### config.mk
export PLATFORM = sky130hd
export DESIGN_NAME = traffic_sequencer_n
export DESIGN_NICKNAME = d
export VERILOG_FILES = /design/src/rtl/traffic_pkg.sv /design/src/rtl/phase_timer.sv /design/src/rtl/traffic_sequencer_n.sv
export SDC_FILE = /design/constraint.sdc
export NUM_CORES = 1
export LEC_CHECK = 0
export ABC_AREA = 0
export ABC_CLOCK_PERIOD_IN_PS = 3000
export CAP_MARGIN = 20
export CORE_MARGIN = 4
export CORE_UTILIZATION = 35
export CTS_CLUSTER_DIAMETER = 120
export DETAILED_ROUTE_END_ITERATION = 6
export SYNTH_ARGS = -nofsm -noshare
export SYNTH_HDL_FRONTEND = slang
export SYNTH_SLANG_ARGS = --single-unit
export TNS_END_PERCENT = 20
### constraint.sdc
create_clock -name clock -period 3 [get_ports clock]
set_input_delay 0.6 -clock clock [delete_from_list [all_inputs] [get_ports clock]]
set_output_delay 0.6 -clock clock [all_outputs]
set_load 0.02 [all_outputs]
### src/rtl/traffic_pkg.sv
// traffic_pkg: state encoding and lamp codes shared by the traffic sequencer.
//   state_t : ALL_RED=0, GREEN=1, YELLOW=2, FLASH_ON=3, FLASH_OFF=4
//   LAMP_*  : per-way {R,G,Y} lamp patterns
package traffic_pkg;
    typedef enum logic [2:0] {
        ALL_RED   = 3'd0,
        GREEN     = 3'd1,
        YELLOW    = 3'd2,
        FLASH_ON  = 3'd3,
        FLASH_OFF = 3'd4
    } state_t;
    localparam logic [2:0] LAMP_RED    = 3'b100;
    localparam logic [2:0] LAMP_GREEN  = 3'b010;
    localparam logic [2:0] LAMP_YELLOW = 3'b001;
    localparam logic [2:0] LAMP_OFF    = 3'b000;
endpackage

### src/rtl/phase_timer.sv
// phase_timer: phase duration counter.
//   clock, reset : clock and synchronous active-high reset
//   en           : advance the count on this cycle
//   hold         : freeze the count even when enabled
//   clear        : restart at 0 (wins over hold)
//   limit        : phase duration in cycles (1..2**CNT_W)
//   done         : count has reached limit-1
module phase_timer #(
    parameter int CNT_W = 8
) (
    input  logic             clock,
    input  logic             reset,
    input  logic             en,
    input  logic             hold,
    input  logic             clear,
    input  logic [CNT_W:0]   limit,
    output logic             done
);
    logic [CNT_W-1:0] count;
    always_ff @(posedge clock) begin
        if (reset || clear)
            count <= '0;
        else if (en && !hold)
            count <= count + 1'b1;
    end
    assign done = {1'b0, count} == limit - 1'b1;
endmodule

### src/rtl/traffic_sequencer_n.sv
// traffic_sequencer_n: R/G/Y lamp sequencer for NUM_WAYS approaches with
// demand-driven round-robin grants, all-red clearance, emergency pre-emption
// and night-mode flashing yellow.
//   clock, reset : clock and synchronous active-high reset
//   enable       : 0 freezes state, counter and outputs
//   req          : per-way demand
//   night_mode   : request flashing-yellow operation
//   emergency    : pre-emption request toward emg_way (ignored if out of range)
//   light        : way i lamps at [3i+2:3i] = {R,G,Y}
//   active_way   : way currently / last granted green
//   phase        : current state (traffic_pkg::state_t)
//   phase_start  : one-cycle pulse on the first cycle of each GREEN
module traffic_sequencer_n
    import traffic_pkg::*;
#(
    parameter int NUM_WAYS      = 2,
    parameter int GREEN_CYCLES  = 8,
    parameter int YELLOW_CYCLES = 2,
    parameter int ALLRED_CYCLES = 1,
    parameter int FLASH_HALF    = 4,
    parameter int CNT_W         = 8,
    localparam int WAY_W        = (NUM_WAYS > 1) ? $clog2(NUM_WAYS) : 1
) (
    input  logic                  clock,
    input  logic                  reset,
    input  logic                  enable,
    input  logic [NUM_WAYS-1:0]   req,
    input  logic                  night_mode,
    input  logic                  emergency,
    input  logic [WAY_W-1:0]      emg_way,
    output logic [3*NUM_WAYS-1:0] light,
    output logic [WAY_W-1:0]      active_way,
    output logic [2:0]            phase,
    output logic                  phase_start
);
    localparam logic [CNT_W:0] G_LIM = (CNT_W+1)'(GREEN_CYCLES);
    localparam logic [CNT_W:0] Y_LIM = (CNT_W+1)'(YELLOW_CYCLES);
    localparam logic [CNT_W:0] A_LIM = (CNT_W+1)'(ALLRED_CYCLES);
    localparam logic [CNT_W:0] F_LIM = (CNT_W+1)'(FLASH_HALF);
    if (NUM_WAYS < 2 || NUM_WAYS > 8) begin : g_bad_ways
        $error("NUM_WAYS must be 2..8");
    end
    if (GREEN_CYCLES < 1 || GREEN_CYCLES > 2**CNT_W || YELLOW_CYCLES < 1 || YELLOW_CYCLES > 2**CNT_W ||
        ALLRED_CYCLES < 1 || ALLRED_CYCLES > 2**CNT_W || FLASH_HALF < 1 || FLASH_HALF > 2**CNT_W) begin : g_bad_dur
        $error("every phase duration must be 1..2**CNT_W");
    end
    state_t                state, nstate;
    logic [WAY_W-1:0]      nway, rr_way;
    logic [CNT_W:0]        limit;
    logic [3*NUM_WAYS-1:0] nlight;
    logic                  done, hold, clear, emg_ok, found;
    assign emg_ok = emergency && (32'(emg_way) < NUM_WAYS);
    assign limit  = state == GREEN ? G_LIM : state == YELLOW ? Y_LIM : state == ALL_RED ? A_LIM : F_LIM;
    assign phase  = state;
    phase_timer #(.CNT_W(CNT_W)) u_timer (
        .clock (clock),
        .reset (reset),
        .en    (enable),
        .hold  (hold),
        .clear (clear),
        .limit (limit),
        .done  (done)
    );
    // First requester after active_way, wrapping; plain rotation when nobody asks.
    always_comb begin
        rr_way = WAY_W'((32'(active_way) + 1) % NUM_WAYS);
        found  = 1'b0;
        for (int k = 1; k <= NUM_WAYS; k++) begin
            if (!found && req[WAY_W'((32'(active_way) + k) % NUM_WAYS)]) begin
                found  = 1'b1;
                rr_way = WAY_W'((32'(active_way) + k) % NUM_WAYS);
            end
        end
    end
    always_comb begin
        nstate = state;
        nway   = active_way;
        clear  = 1'b0;
        hold   = 1'b0;
        if (enable) begin
            case (state)
                ALL_RED: if (done) begin
                    clear  = 1'b1;
                    nstate = (emg_ok || !night_mode) ? GREEN : FLASH_ON;
                    nway   = emg_ok ? emg_way : night_mode ? active_way : rr_way;
                end
                // Emergency toward the lit way pins the green without touching the count.
                GREEN: if (emg_ok && emg_way == active_way) hold = 1'b1;
                       else if (emg_ok || done) begin
                           clear  = 1'b1;
                           nstate = YELLOW;
                       end
                YELLOW: if (done) begin
                    clear  = 1'b1;
                    nstate = ALL_RED;
                end
                FLASH_ON: if (emg_ok || done) begin
                    clear  = 1'b1;
                    nstate = emg_ok ? ALL_RED : FLASH_OFF;
                end
                // Night exit only sampled here so a flash pulse is never cut short.
                FLASH_OFF: if (emg_ok || done) begin
                    clear  = 1'b1;
                    nstate = (emg_ok || !night_mode) ? ALL_RED : FLASH_ON;
                end
                default: begin
                    clear  = 1'b1;
                    nstate = ALL_RED;
                end
            endcase
        end
    end
    // Lamps are decoded from the next state so the registered lights match phase.
    always_comb begin
        nlight = {NUM_WAYS{LAMP_RED}};
        for (int i = 0; i < NUM_WAYS; i++)
            nlight[3*i +: 3] = nstate == FLASH_ON ? LAMP_YELLOW : nstate == FLASH_OFF ? LAMP_OFF :
                               WAY_W'(i) != nway ? LAMP_RED : nstate == GREEN ? LAMP_GREEN :
                               nstate == YELLOW ? LAMP_YELLOW : LAMP_RED;
    end
    always_ff @(posedge clock) begin
        if (reset) begin
            state       <= ALL_RED;
            active_way  <= WAY_W'(NUM_WAYS - 1);
            light       <= {NUM_WAYS{LAMP_RED}};
            phase_start <= 1'b0;
        end else begin
            state       <= nstate;
            active_way  <= nway;
            light       <= nlight;
            phase_start <= enable && nstate == GREEN && state != GREEN;
        end
    end
endmodule

==> results of run 1 <==
==> state kept, by name, indices dropped and copies added, names as in the netlist <==
name           cells
phase              3
light              6
active_way         1
phase_start        1
u_timer.count      8
==> routing by layer <==
layer	up-vias	track usage, %	wire [um]
li1	518	-	-
met1	481	13.88	1081
met2	24	20.99	1238
met3	0	4.274	122
met4	0	3.886	0
met5	-	0	0
==> cells in the mapped netlist, drive strengths merged <==
| master | instances | share of area [%] |
|---|---|---|
| a211oi | 2 | 2.4 |
| a21boi | 2 | 1.6 |
| a21oi | 6 | 2.6 |
| a221oi | 1 | 1.3 |
| a31oi | 2 | 1.1 |
| and2 | 2 | 1.1 |
| and3 | 4 | 2.4 |
| and4 | 1 | 0.76 |
| buf | 3 | 1.7 |
| clkbuf | 2 | 0.65 |
| dfxtp | 19 | 33 |
| ha | 1 | 1.1 |
| inv | 4 | 1.3 |
| mux2 | 1 | 0.98 |
| mux2i | 3 | 2.9 |
| nand2 | 11 | 3.6 |
| nand2b | 2 | 1.1 |
| nand3 | 3 | 1.3 |
| nor2 | 15 | 5.1 |
| nor2b | 3 | 1.6 |
| nor3 | 5 | 3.2 |
| nor3b | 2 | 2.2 |
| nor4 | 3 | 1.6 |
| nor4b | 1 | 2.1 |
| o2111a | 1 | 0.98 |
| o2111ai | 1 | 0.76 |
| o211a | 1 | 0.87 |
| o211ai | 3 | 2.0 |
| o21a | 1 | 1.3 |
| o21ai | 4 | 1.7 |
| o21bai | 1 | 0.65 |
| o22ai | 1 | 0.55 |
| o31ai | 3 | 2.0 |
| o32a | 1 | 0.87 |
| o32ai | 1 | 0.76 |
| or3 | 2 | 1.1 |
| or4 | 2 | 1.6 |
| or4bb | 1 | 0.98 |
| xnor2 | 6 | 4.6 |
| xor2 | 3 | 2.3 |
==> path summary, 6_finish.rpt <==
kind	start	to	slack, ns
max reg2reg	phase[2]	light[0]	0.52
max	phase[2]	light[0]	0.52
min reg2reg	u_timer.count[6]	u_timer.count[6]	0.56
min	u_timer.count[6]	u_timer.count[6]	0.56
==> stage by stage <==
stage	utilization [%]	std cells	total power, W	hold slack, ns	worst slack [ns]
global route	45.77	196	0.001147	0.6078	0.3688
finish	45.77	196	0.001069	0.5563	0.5229
floorplan	-	130	0.0007718	0.5065	0.7105
global placement	44.88	192	0.0009439	0.5345	0.3761
detailed placement	44.88	192	0.0009476	0.5353	0.2590
CTS	45.77	196	0.001076	0.5629	0.5441
==> worst max-delay path, cell delays in order (launching register included) <==
cell,delay [ns]
dfxtp_1,0.47
or4bb_1,0.54
a21boi_2,0.30
o21a_4,0.21
mux2i_2,0.33
nor3_4,0.10
or3_1,0.34
a21oi_1,0.12
==> final cells by class <==
cell class              count  area [um2]
clock buffers               3       22.52
clock inverters             1       5.005
fillers                   331        1683
inverters                   4       15.01
multi-input cells         102       724.4
flip-flops and latches     19       380.4
well taps                  44       55.05
repair buffers             23       217.7
==> power breakdown <==
group / total [W] / internal [W] / switching, W
clock: 0.000127 / 0.0000497 / 0.0000770
sequential: 0.000331 / 0.000299 / 0.0000324
combinational: 0.000611 / 0.000287 / 0.000324
==> cell families after synthesis <==
family | Yosys count | share of synthesized area (%)
muxes | 4 | 3.926
and+or+nand+nor | 57 | 29.77
adders and majority gates | 1 | 1.090
AOI/OAI and AO/OA | 31 | 21.48
buffers and inverters | 9 | 3.707
DFF | 19 | 33.15
xor gates and xnor gates | 9 | 6.871
==> reports/qor.csv, run 1 <==
metric,value,unit
rr_worst_depth,7,
slew_viol_final,0,
h-tree-depth,1,
die_area,4258,um2
ctsResizeCount,0,
root_buffer,clkbuf_4,
core,3103,um2
hold_class,reg2reg,
syn_inst,130,
portBuffers,18,
vias,1023,
worstPathMaxFanout,15,
final_cell_mix,"19 x dfxtp_1, 18 x clkdlybuf4s50_1, 14 x nor2_1",
fin_area,1420,um2
grt_max_degree,16,
finalCritPeriodShare,82.57,%
max_slew_margin,68.83,%
routed_via_density,5.219,
cts_buffers,3,
firstDrtPassIters,4,
grt_pass1_vias,955,
fin_nets,162,
synth.yosys.seq_area_share,33.15,%
crit_type,reg2reg,
worst_ep_arrival_time,2.72,ns
path_clk_slew,0.11,ns
drc,0,
max_freq,0.4037,GHz
wire_per_inst,12.45,um
clk_path_buf_depth,2,
power.density,752.9,nW/um2
worstPathRequired,3.24,ns
syn_nets,139,
drt-initial-drc-count,43,
setup_tns,0,ns
dpl-instance-area,1393,um2
syn_area,1147,um2
postCtsHoldBufs,0,
grt.overflow.total,0,
clock_sinks,19,
grt.total_usage,12.14,%
peakVddDrop,0.0004062,V
wirelength,2441,um
skew,0.007156,ns
min_path_cells,2,
rsz0062_at_grt,false,
drv_cap,0,
cp-end-kind,flop,
setup_viol,0,
outcome,"finished, final reports clean",
yosysWarnings,0,
hold_violations,0,
diodes,0,
row_count,20,
area_growth_syn_to_layout,23.77,%
synth-seq-cells,19,
avgSynthCellArea,8.826,um2
io-pin-count,19,
drive_gt1_share,14.47,%
worst_pin_slew,0.4669,ns
initial_core_util,36.98,%
grt_pass1_wl,4140,um
fin_crit,2.477,ns
hpwl,1934,um
cts_tree,yes,
final_common_cell,dfxtp_1,
ant_nets,0,
postCtsSetupRepairBufs,0,
gp_congestion,0.8715,
die-width,65.26,um
worstSkewPairLatency,0.30,ns
antenna_found_initial,0,
crit_path_start_kind,flop,
fp.dieH,65.26,um
leakage,0.5489,nW
ys_types,50,
No activity file was read; power rests on OpenSTA's default activity.
==> run 2: changes to the inputs <==
ABC_CLOCK_PERIOD_IN_PS = 2009   (was 3000)
clock period = 2.01 ns   (was 3 ns; I/O delays follow)
==> run 2 against run 1 <==
Effect of this change:
- the run now ends with negative setup slack left
- core utilization up 10 points
- wire length rose by 32%
- fmax is 6.4% higher
- global-route usage is 4.0 points higher
- die area unchanged
- clock power increased by 51%
- combinational power rose by 110%
- hold slack improved by 0.033 ns
- register-to-register slack got worse by 0.84 ns
- setup slack lost 0.84 ns
- critical endpoint is now light[2]
- largest power group unchanged
==> reports/qor.csv, run 2 (synthesized netlist as in run 1, its figures left out) <==
metric,value,unit,change
postCtsHoldBufs,0,,unchanged
fin_nets,190,,was 162
instances_no_fill,224,,was 196
ant_nets,0,,unchanged
clock_sinks,19,,unchanged
grt.overflow.total,0,,unchanged
worstPathMaxFanout,6,,was 15
multi_input_area,805.8,um2,was 724.4 um2
largest_reg_flops,8,,unchanged
portBuffers,18,,unchanged
initial_core_util,36.98,%,unchanged
final_cell_mix,"30 x buf_4, 18 x clkdlybuf4s50_1, 14 x dfxtp_1",,"was 19 x dfxtp_1, 18 x clkdlybuf4s50_1, 14 x nor2_1"
crit_type,reg2reg,,unchanged
gp_congestion,0.8211,,was 0.8715
slowest_stage,or4_4,,was or4bb_1
outcome,"complete, but fails checks",,"was finished, final reports clean"
die_area,4258,um2,unchanged
worstPathRequired,2.20,ns,was 3.24 ns
grt_max_degree,13,,was 16
die-width,65.26,um,unchanged
io-pin-count,19,,unchanged
antenna_found_initial,0,,unchanged
cts_tree,yes,,unchanged
total_power,0.001965,W,was 0.001069 W
final_core_util,56.01,%,was 45.77%
rsz0062_at_grt,true,,was false
skew,0.007627,ns,was 0.007156 ns
h-tree-depth,1,,unchanged
drv_cap,0,,unchanged
grt.total_usage,16.09,%,was 12.14%
hpwl,2415,um,was 1934 um
slew_viol_final,0,,unchanged
fp.dieH,65.26,um,unchanged
final_common_cell,buf_4,,was dfxtp_1
worst_pin_slew,0.4522,ns,was 0.4669 ns
wire_per_inst,14.35,um,was 12.45 um
fin_crit,2.329,ns,was 2.477 ns
hold_class,reg2reg,,unchanged
routed_via_density,5.192,,was 5.219
min_to,u_timer.count[1],,was u_timer.count[6]
rr_endpoint,light[2],,was light[0]
grt_pass1_vias,1201,,was 955
root_buffer,clkbuf_4,,unchanged
cts_buffers,3,,unchanged
rr_worst_depth,7,,unchanged
grt_pass1_wl,5382,um,was 4140 um
setup_viol,18,,was 0
max_slew_margin,69.62,%,was 68.83%
area_growth_syn_to_layout,51.47,%,was 23.77%
worst_ep_arrival_time,2.52,ns,was 2.72 ns
cp-end-kind,flop,,unchanged
power.density,1131,nW/um2,was 752.9 nW/um2
max_freq,0.4294,GHz,was 0.4037 GHz
diodes,0,,unchanged
cp_slowest_stage_delay,0.54,ns,about the same
crit_path_start_kind,flop,,unchanged
peakVddDrop,0.0006154,V,was 0.0004062 V
top_register,u_timer.count,,unchanged
core,3103,um2,unchanged
wirelength,3214,um,was 2441 um
r2r-start,u_timer.count[3],,was phase[2]
fin_ws,-0.3186,ns,was 0.5229 ns
leakage,0.7055,nW,was 0.5489 nW
vias,1163,,was 1023
drc,0,,unchanged
path_clk_slew,0.11,ns,about the same
finalCritPeriodShare,115.9,%,was 82.57%
drt-initial-drc-count,49,,was 43
fill_cells,293,,was 331
firstDrtPassIters,4,,unchanged
drive_gt1_share,38.33,%,was 14.47%
min_path_cells,2,,unchanged
ff_latch_area,386.6,um2,was 380.4 um2
path_cells,or4_4 -> a211oi_4 -> o211ai_1 -> mux2i_2 -> o31ai_1 -> o32ai_1 -> nor2_1,,was or4bb_1 -> a21boi_2 -> o21a_4 -> mux2i_2 -> nor3_4 -> or3_1 -> a21oi_1
dpl.cell_count,215,,was 192
hold_start,u_timer.count[1],,was u_timer.count[6]
hold_violations,0,,unchanged
clk_path_buf_depth,2,,unchanged
worstSkewPairLatency,0.30,ns,about the same
r2r_setup_slack,-0.32,ns,was 0.52 ns
failed_checks,negative setup slack,,
row_count,20,,unchanged
-- run 2: cell count changes in the layout (fill, tap and decap cells not counted), sizes merged --
cell,delta
buf,+28
-- run 2: worst max-delay path: cells and delay by family, from the launching register on --
kind | cells | cell delay [ns]
multiplexers | 1 | 0.29
AO/OA/AOI/OAI | 4 | 0.95
flip-flops | 1 | 0.33
AND/OR/NAND/NOR | 2 | 0.65
-- run 2: how the worst max path moves through the flow --
stage	start	endpoint	slack, ns	depth (start not counted)
after CTS	u_timer.count[3]	phase_start	-0.32	7
after global placement	emergency	phase_start	-0.47	7
after detailed placement	emergency	phase_start	-0.44	7
after floorplan	u_timer.count[3]	light[0]	-0.15	7
final	u_timer.count[3]	light[2]	-0.32	7
after global routing	u_timer.count[1]	phase_start	-0.44	7
-- run 2: cell type report --
cell class / instances / area share, %
Multi-Input combinational cell: 102 / 46.36
Timing Repair Buffer: 51 / 25.77
Sequential cell: 19 / 22.25
Tap cell: 44 / 3.168
Clock buffer: 3 / 1.296
Inverter: 4 / 0.8639
Clock inverter: 1 / 0.2880
-- run 2: per-stage QoR --
step                      area [um2]  setup WS (ns)  hold WS [ns]  TNS [ns]
after detailed placement        1603        -0.4379        0.5603    -3.717
final                           1738        -0.3186        0.5894    -2.619
after CTS                       1710        -0.3155        0.5854    -3.266
after global routing            1738        -0.4359        0.6368    -4.386
after floorplan                 1174        -0.1450        0.5065   -0.7179
after global placement          1603        -0.4744        0.5349    -3.701
-- run 2: report_power, final --
| group | total, W | switching (W) | leakage (nW) | internal [W] |
|---|---|---|---|---|
| Clock | 0.000192 | 0.000118 | 0.0177 | 0.0000741 |
| Combinational | 0.00127 | 0.000600 | 0.531 | 0.000667 |
| Sequential | 0.000506 | 0.0000573 | 0.157 | 0.000449 |
| Total | 0.00197 | 0.000775 | 0.705 | 0.00119 |
-- run 2: timing repair --
item                       4_1_cts  5_1_grt
setup endpoints to repair       17       19
gates resized for setup         14        4
setup buffers                    4        1
pin swaps                       14        8
-- run 2: routing by layer --
layer | track usage [%] | vias up | share of wire [%]
met1 | 17.16 | 552 | 38
li1 | - | 573 | -
met4 | 3.109 | 0 | 0.90
met5 | 0 | - | 0
met2 | 31.48 | 32 | 57
met3 | 4.103 | 6 | 4.2
==> run 3: changes to the inputs <==
ABC_CLOCK_PERIOD_IN_PS = unset   (was 2009)
==> results of run 3 <==
The final DEF is identical to that of run 2; final timing and power are the same.
